==> src/rtl/seg7_reader.sv <==
// Monitor-side decoder for an active-low seven-segment bus. It debounces the pattern,
// decodes it back to a hex nibble and strobes every accepted change.
module seg7_reader #(
    parameter int STABLE_CYCLES = 4,
    parameter int CNT_W         = 8
) (
    input  logic             clk,
    input  logic             reset,
    input  logic [6:0]       seg_in,
    output logic [3:0]       digit,
    output logic             digit_valid,
    output logic             err,
    output logic             blank,
    output logic             locked,
    output logic [CNT_W-1:0] change_cnt
);

    typedef enum logic [1:0] {IDLE, SETTLE, LOCKED} state_t;

    localparam logic [8:0] STABLE_MAX9 = 9'(STABLE_CYCLES);
    localparam logic [7:0] STABLE_MAX  = 8'(STABLE_CYCLES);
    localparam bit         SINGLE      = (STABLE_CYCLES == 1);

    state_t           r_state;
    logic [6:0]       r_seg_q;
    logic [6:0]       r_cand;
    logic [6:0]       r_acc_pat;
    logic             r_acc_valid;
    logic             r_primed;
    logic [7:0]       r_cnt;
    logic [3:0]       r_digit;
    logic             r_digit_valid;
    logic             r_err;
    logic             r_blank;
    logic             r_locked;
    logic [CNT_W-1:0] r_change_cnt;

    logic             w_changed;
    logic             w_direct;
    logic             w_do_accept;
    logic             w_new_pat;
    logic [6:0]       w_accept_pat;
    logic [5:0]       w_decoded;

    // Result packing is {err, blank, digit}.
    function automatic logic [5:0] decode(input logic [6:0] pat);
        logic [5:0] res;
        res = 6'b00_0000;
        case (pat)
            7'h40: res[3:0] = 4'h0;
            7'h79: res[3:0] = 4'h1;
            7'h24: res[3:0] = 4'h2;
            7'h30: res[3:0] = 4'h3;
            7'h19: res[3:0] = 4'h4;
            7'h12: res[3:0] = 4'h5;
            7'h02: res[3:0] = 4'h6;
            7'h78: res[3:0] = 4'h7;
            7'h00: res[3:0] = 4'h8;
            7'h10: res[3:0] = 4'h9;
            7'h08: res[3:0] = 4'hA;
            7'h03: res[3:0] = 4'hB;
            7'h46: res[3:0] = 4'hC;
            7'h21: res[3:0] = 4'hD;
            7'h06: res[3:0] = 4'hE;
            7'h0E: res[3:0] = 4'hF;
            7'h7F: res = 6'b01_0000;
            default: res = 6'b10_0000;
        endcase
        return res;
    endfunction

    // With a one-sample requirement a fresh pattern is accepted on sight, except right
    // after a strobe, where it takes one extra cycle so strobes never touch.
    always_comb begin
        w_changed    = (r_seg_q != r_cand);
        w_direct     = SINGLE && !r_digit_valid;
        w_do_accept  = 1'b0;
        w_accept_pat = r_cand;
        case (r_state)
            IDLE: begin
                if (r_primed && SINGLE) begin
                    w_do_accept  = 1'b1;
                    w_accept_pat = r_seg_q;
                end
            end
            SETTLE: begin
                if (w_changed) begin
                    if (w_direct) begin
                        w_do_accept  = 1'b1;
                        w_accept_pat = r_seg_q;
                    end
                end else if (({1'b0, r_cnt} + 9'd1) >= STABLE_MAX9) begin
                    w_do_accept = 1'b1;
                end
            end
            LOCKED: begin
                if (w_changed && w_direct) begin
                    w_do_accept  = 1'b1;
                    w_accept_pat = r_seg_q;
                end
            end
            default: ;
        endcase
        w_new_pat = !r_acc_valid || (w_accept_pat != r_acc_pat);
        w_decoded = decode(w_accept_pat);
    end

    // IDLE waits one cycle so the input register holds a real sample before it is trusted.
    always_ff @(posedge clk or negedge reset) begin
        if (!reset) begin
            r_state       <= IDLE;
            r_seg_q       <= 7'h00;
            r_cand        <= 7'h00;
            r_acc_pat     <= 7'h00;
            r_acc_valid   <= 1'b0;
            r_primed      <= 1'b0;
            r_cnt         <= 8'd0;
            r_digit       <= 4'h0;
            r_digit_valid <= 1'b0;
            r_err         <= 1'b0;
            r_blank       <= 1'b0;
            r_locked      <= 1'b0;
            r_change_cnt  <= '0;
        end else begin
            r_seg_q       <= seg_in;
            r_primed      <= 1'b1;
            r_digit_valid <= 1'b0;
            if (w_do_accept && w_new_pat) begin
                r_acc_pat     <= w_accept_pat;
                r_acc_valid   <= 1'b1;
                r_err         <= w_decoded[5];
                r_blank       <= w_decoded[4];
                r_digit       <= w_decoded[3:0];
                r_digit_valid <= 1'b1;
                r_change_cnt  <= r_change_cnt + CNT_W'(1);
            end
            case (r_state)
                IDLE: begin
                    if (r_primed) begin
                        r_cand <= r_seg_q;
                        r_cnt  <= 8'd1;
                        if (w_do_accept) begin
                            r_state  <= LOCKED;
                            r_locked <= 1'b1;
                        end else begin
                            r_state <= SETTLE;
                        end
                    end
                end
                SETTLE: begin
                    if (w_changed) begin
                        r_cand <= r_seg_q;
                        r_cnt  <= 8'd1;
                        if (w_do_accept) begin
                            r_state  <= LOCKED;
                            r_locked <= 1'b1;
                        end
                    end else if (w_do_accept) begin
                        r_state  <= LOCKED;
                        r_locked <= 1'b1;
                        r_cnt    <= STABLE_MAX;
                    end else begin
                        r_cnt <= r_cnt + 8'd1;
                    end
                end
                LOCKED: begin
                    if (w_changed) begin
                        r_cand <= r_seg_q;
                        r_cnt  <= 8'd1;
                        if (!w_do_accept) begin
                            r_state  <= SETTLE;
                            r_locked <= 1'b0;
                        end
                    end
                end
                default: r_state <= IDLE;
            endcase
        end
    end

    assign digit       = r_digit;
    assign digit_valid = r_digit_valid;
    assign err         = r_err;
    assign blank       = r_blank;
    assign locked      = r_locked;
    assign change_cnt  = r_change_cnt;

endmodule

==> config.mk <==
export PLATFORM = sky130hd
export DESIGN_NAME = seg7_reader
export DESIGN_NICKNAME = d
export VERILOG_FILES = /design/src/rtl/seg7_reader.sv
export SDC_FILE = /design/constraint.sdc
export NUM_CORES = 1
export LEC_CHECK = 0
export BUFFER_PORTS_ARGS = -buffer_cell sky130_fd_sc_hd__buf_2
export CORE_AREA = 2 2 85 87
export DETAILED_ROUTE_END_ITERATION = 8
export DIE_AREA = 0 0 87 89
export HOLD_SLACK_MARGIN = 0.05
export PLACE_DENSITY_LB_ADDON = 0.08
export SKIP_LAST_GASP = 1
export SLEW_MARGIN = 20
export SYNTH_ARGS = -nofsm -noshare
export SYNTH_HDL_FRONTEND = slang
export SYNTH_SLANG_ARGS = --single-unit
==> constraint.sdc <==
create_clock -name clk -period 2.2 [get_ports clk]
set_input_delay 0.22 -clock clk [delete_from_list [all_inputs] [get_ports clk]]
set_output_delay 0.22 -clock clk [all_outputs]
set_load 0.01 [all_outputs]
==> results.tsv, run 1 <==
metric	value	unit
status	completed	
clock sinks	49	
IO buf count	24	
R2R depth	8	
Root Buffer	clkbuf_8	
crit path from	r_cnt[0]	
DR iter-0 viols	105	
RSZ-0062 raised after global routing	false	
predominant post-synthesis flop cell	dfrtp_1	
WL/cell	14.1	um
average size of a mapped cell	10.6	um2
Layout area overhead	14.5	%
Clock Skew	9.11	ps
Vias/cell	5.08	
via count	1845	
post-route setup slack	214	ps
Cells after Synth	249	
largest net degree at the start of global routing	27	
dpl hpwl	3670	um
Hold Fails Final Rpt	0	
pwr dens	908	nW/um2
placed cells	347	
Yosys top cell by area	dfrtp_1	
setup_tns	0	ps
Hold Slack	445	ps
WP data arrival	2180	ps
non-filler instance count after layout	363	
worst r2r src	r_cnt[0]	
die area	7740	um2
minimum clock period	1990	ps
drt total wl	5110	um
share of cells above drive strength 1	21.6	%
Async SR Flop Fraction	100	%
Skew-Pair Late Insertion Delay	300	ps
P_leak	1.42	nW
crit share post-route	90.3	%
Crit Path Class	reg -> reg	
Slew headroom	60.5	%
top cells by area, synth	dfrtp_1 46%, xnor2_1 5.3%, nand2_1 3.8%	
nets	299	
worst min-delay path category	in -> async	
Crit path largest cell delay	430	ps
crit end category	flop	
row count	30	
Worst-path clk slew	100	ps
Top delay family on crit path	compound AO/OA/AOI/OAI gates	
CTS tree	yes	
syn_nets	266	
GRT Total Usage	14.4	%
first-pass GRT wire length	8660	um
most frequent cells after synthesis	49 x dfrtp_1, 27 x nand2_1, 16 x xnor2_1, 12 x nor2_1	
most frequent CP cell	buf_4	
Synth cell types	48	
setup violation total in the final timing report	0	
Ant. Diodes	0	
Buf+Inv Stages, Crit Path	2	
Yosys reg bits	49	
Overall Power	2.75	mW
most frequent cell after synthesis	dfrtp_1	
number of CTS-inserted buffers	5	
Placer Congestion	0.738	
critical path depth	8	
Worst-Margin Slew	592	ps
die width	87	um
top cell type's share of synthesized area	46.3	%
Critical Path RT	2400	ps
fin. max-slew vios	0	
Max VDD drop	483	uV
CP max stage cell	dfrtp_1	
core area	6720	um2
drt pass-1 iters	4	
max-cap violations	0	
synthesized area	2650	um2
CP max FO	15	
clock buffer depth	2	
GRT overflow	0	
post-route ant nets	0	
number of synthesized flops with an enable pin	0	
number of global-route vias before repair	1764	
initial antenna violation count	0	
I/O pin total	25	
Max Freq	0.503	GHz
Die Y	89	um
crit path launch type	flop	
CP Cell Sequence	ha_1, a21boi_0, a21oi_1, buf_4, o211ai_4, buf_4, nor3_1, o22a_1	
Starting Density	39.4	%
yosys warns	0	
DRC	0	
CTS H-tree depth	2	
post-synthesis sequential area ratio	46.3	%
post-CTS setup buffers	0	
Place WS	175	ps
[path summary, 6_finish.rpt]
| path | to | slack (ps) |
|---|---|---|
| max | r_state[1] | 210 |
| min | blank | 440 |
| max reg2reg | r_state[1] | 210 |
| min reg2reg | change_cnt[7] | 460 |
| max in group asynchronous | r_acc_pat[3] | 1220 |
| min in group clk | change_cnt[7] | 460 |
[logic make-up after synthesis]
family | count (synthesis) | synth area share (%)
AND/OR/NAND/NOR | 93 | 20.0
buffers and inverters | 25 | 6.01
adder cells (fa/ha/maj) | 8 | 3.78
flip-flops | 49 | 46.3
XOR/XNOR | 22 | 7.28
AO/OA/AOI/OAI | 37 | 9.65
multiplexers | 14 | 6.81
other | 1 | 0.142
[cell type report]
type | instances | area, um2
Clock inverter | 2 | 15.0
Inverter | 6 | 22.5
Clock buffer | 6 | 72.6
Timing Repair Buffer | 45 | 323
Sequential cell | 49 | 1230
Fill cell | 660 | 3690
Multi-Input combinational cell | 175 | 1270
Tap cell | 80 | 100
[power breakdown]
part           total (mW)  switching, mW  internal, mW  leakage [nW]
clock               0.534          0.310         0.225        0.0374
combinational        1.13          0.633         0.496         0.736
sequential           1.09          0.102         0.986         0.643
total                2.75           1.04          1.71          1.42
[per-layer routing]
metal | wire length, um | track usage, % | up-vias
li1 | - | - | 944
met1 | 2640 | 20.3 | 863
met2 | 2280 | 22.3 | 34
met3 | 164 | 3.60 | 4
met4 | 23 | 3.84 | 0
met5 | 0 | 0 | -
[registers in the layout (all words and copies together), names as in the netlist]
register / cells
r_acc_pat: 7
r_state: 2
digit: 4
r_seg_q: 7
blank: 1
r_primed: 1
err: 1
change_cnt: 8
r_cnt: 8
digit_valid: 1
r_cand: 7
r_acc_valid: 1
locked: 1
[cells in the final DEF, fill, tap and decap left out, types with 2 or more instances in the layout]
cell type,n
dfrtp_1,49
o2bb2ai_1,2
xor2_1,6
nand3_1,6
dlygate4sd3_1,8
mux2_2,8
buf_2,24
xnor2_1,16
o211a_1,2
nor4bb_1,2
nor4b_1,6
inv_1,6
ha_1,8
nand2b_1,3
nand2_1,27
and4_1,3
nand4_1,6
o21ai_0,10
nor3_1,10
buf_12,2
clkbuf_8,5
a211oi_1,3
o31ai_1,2
nor4_1,2
and2_1,3
buf_4,11
a21oi_1,6
nor2b_1,5
clkinvlp_4,2
mux2_4,6
nor2_1,12
or4_1,2
[through the flow]
| stage | area (um2) | util [%] |
|---|---|---|
| finish | 3030 | 45.1 |
| floorplan | 2650 | - |
| global placement | 2850 | 42.5 |
| CTS | 3020 | 45.0 |
| global route | 3030 | 45.1 |
| detailed placement | 2850 | 42.5 |
[repair_timing]
action / CTS / global route
endpoints found under the setup margin: 0 / 2
resized for setup: 0 / 1
hold buffers: 8 / 0
hold endpoints to repair: 32 / 0
[worst reg2reg max path: stages, from the launching register on]
cell	delay [ps]
dfrtp_1	430
ha_1	180
a21boi_0	180
a21oi_1	110
buf_4	160
o211ai_4	270
buf_4	280
nor3_1	80
o22a_1	190
No activity file was read; power rests on OpenSTA's default activity.
==> run 2: changes to the inputs <==
- CORE_AREA: 2 2 85 87 -> 2 2 65 113
- DIE_AREA: 0 0 87 89 -> 0 0 67 115
==> results.tsv, run 2 (synthesized netlist as in run 1, its figures left out) <==
metric	value	unit
Hold Fails Final Rpt	0	
number of global-route vias before repair	1880	
Starting Density	38.9	%
crit share post-route	90.1	%
worst r2r src	r_cnt[0]	
WP data arrival	2200	ps
status	completed	
via count	1866	
pwr dens	985	nW/um2
placed cells	353	
CTS H-tree depth	2	
Ant. Diodes	0	
Place WS	157	ps
number of CTS-inserted buffers	5	
commonest non-fill, non-tap cell in the layout	dfrtp_1	
CP max FO	17	
I/O pin total	25	
number of fill cells	692	
post-route cell area	3110	um2
core area	6810	um2
Skew-Pair Late Insertion Delay	290	ps
Reg area	1230	um2
drt total wl	5330	um
Worst-Margin Slew	685	ps
WL/cell	14.5	um
worst min-delay path category	reg -> reg	
reg2reg setup slack	220	ps
nets	301	
reg2reg end	change_cnt[3]	
R2R depth	8	
die width	67	um
dpl hpwl	3900	um
non-filler instance count after layout	368	
Crit Path Class	reg -> reg	
Placer Congestion	0.798	
post-CTS setup buffers	0	
Min-Delay Startpoint	change_cnt[7]	
Max Freq	0.505	GHz
Critical Path RT	2410	ps
IO buf count	24	
row count	40	
Clock Skew	5.74	ps
most frequent cells in the layout	49 x dfrtp_1, 27 x nand2_1, 24 x buf_2, 16 x xnor2_1, 13 x buf_4	
hold path depth	1	
clock sinks	49	
setup_tns	0	ps
DRC	0	
post-route setup slack	218	ps
setup violation total in the final timing report	0	
Root Buffer	clkbuf_16	
drt pass-1 iters	4	
share of cells above drive strength 1	22.5	%
minimum clock period	1980	ps
CTS tree	yes	
first-pass GRT wire length	9320	um
clock buffer depth	2	
largest net degree at the start of global routing	30	
Worst-path clk slew	60	ps
die area	7710	um2
Die Y	115	um
fin. max-slew vios	0	
Slew headroom	54.3	%
crit end category	flop	
DR iter-0 viols	59	
initial antenna violation count	0	
Max VDD drop	651	uV
multi-input logic area	1270	um2
crit path launch type	flop	
Layout area overhead	17.5	%
Cell Area, Placed	2860	um2
GRT Total Usage	15.9	%
max-cap violations	0	
Vias/cell	5.07	
RSZ-0062 raised after global routing	false	
post-route ant nets	0	
P_leak	1.47	nW
WHS Endpoint	change_cnt[7]	
GRT overflow	0	
-- run 2: cell count changes in the layout (fill, tap and decap cells not counted), sizes merged --
cell	change
clkbuf	-1
clkinv	+1
clkinvlp	-2
bufinv	+1
buf	+2
-- run 2: area by class of cell --
type	count	share of cell area [%]
multi-input cells	175	40.7
flip-flops and latches	49	39.4
repair buffers	47	10.6
clock buffers	5	4.02
well taps	84	3.38
clock inverters	2	1.13
inverters	6	0.724
-- run 2: how the worst max path moves through the flow --
stage	start	depth (start not counted)	slack (ps)	end
global placement	r_cnt[0]	8	170	change_cnt[7]
global route	r_cnt[0]	8	40	change_cnt[3]
detailed placement	r_cnt[0]	8	160	change_cnt[3]
finish	r_cnt[0]	8	220	change_cnt[3]
floorplan	r_cnt[0]	7	290	change_cnt[1]
CTS	r_cnt[0]	8	140	change_cnt[3]
-- run 2: what timing repair did --
item,in CTS,in global routing
endpoints found under the hold margin,34,0
resized for setup,0,2
hold buffers,8,0
setup endpoints to repair,0,2
-- run 2: stage by stage --
| step | util (%) | total power, mW | hold slack, ps |
|---|---|---|---|
| floorplan | - | 2.05 | -75.6 |
| global placement | 42.0 | 2.23 | 308 |
| detailed placement | 42.0 | 2.24 | 308 |
| CTS | 45.6 | 3.11 | 466 |
| global route | 45.7 | 3.29 | 504 |
| finish | 45.7 | 3.06 | 465 |
-- run 2: where the power goes --
group,internal [mW],switching [mW]
sequential,0.988,0.0892
clock,0.528,0.318
combinational,0.495,0.643
-- run 2: critical path, cell delays in order, from the launching register on --
cell      delay, ps
dfrtp_1         430
ha_1            230
a21boi_0        120
a21oi_1         220
buf_4           170
o211ai_2        150
buf_6           210
nor3_1          220
xor2_1          160
-- run 2: metal layers --
metal / part of all wire [%] / GRT usage (%) / up-vias
li1: - / - / 937
met1: 43 / 19.7 / 891
met2: 52 / 27.1 / 32
met3: 3.1 / 2.64 / 6
met4: 1.7 / 6.26 / 0
met5: 0 / 0 / -
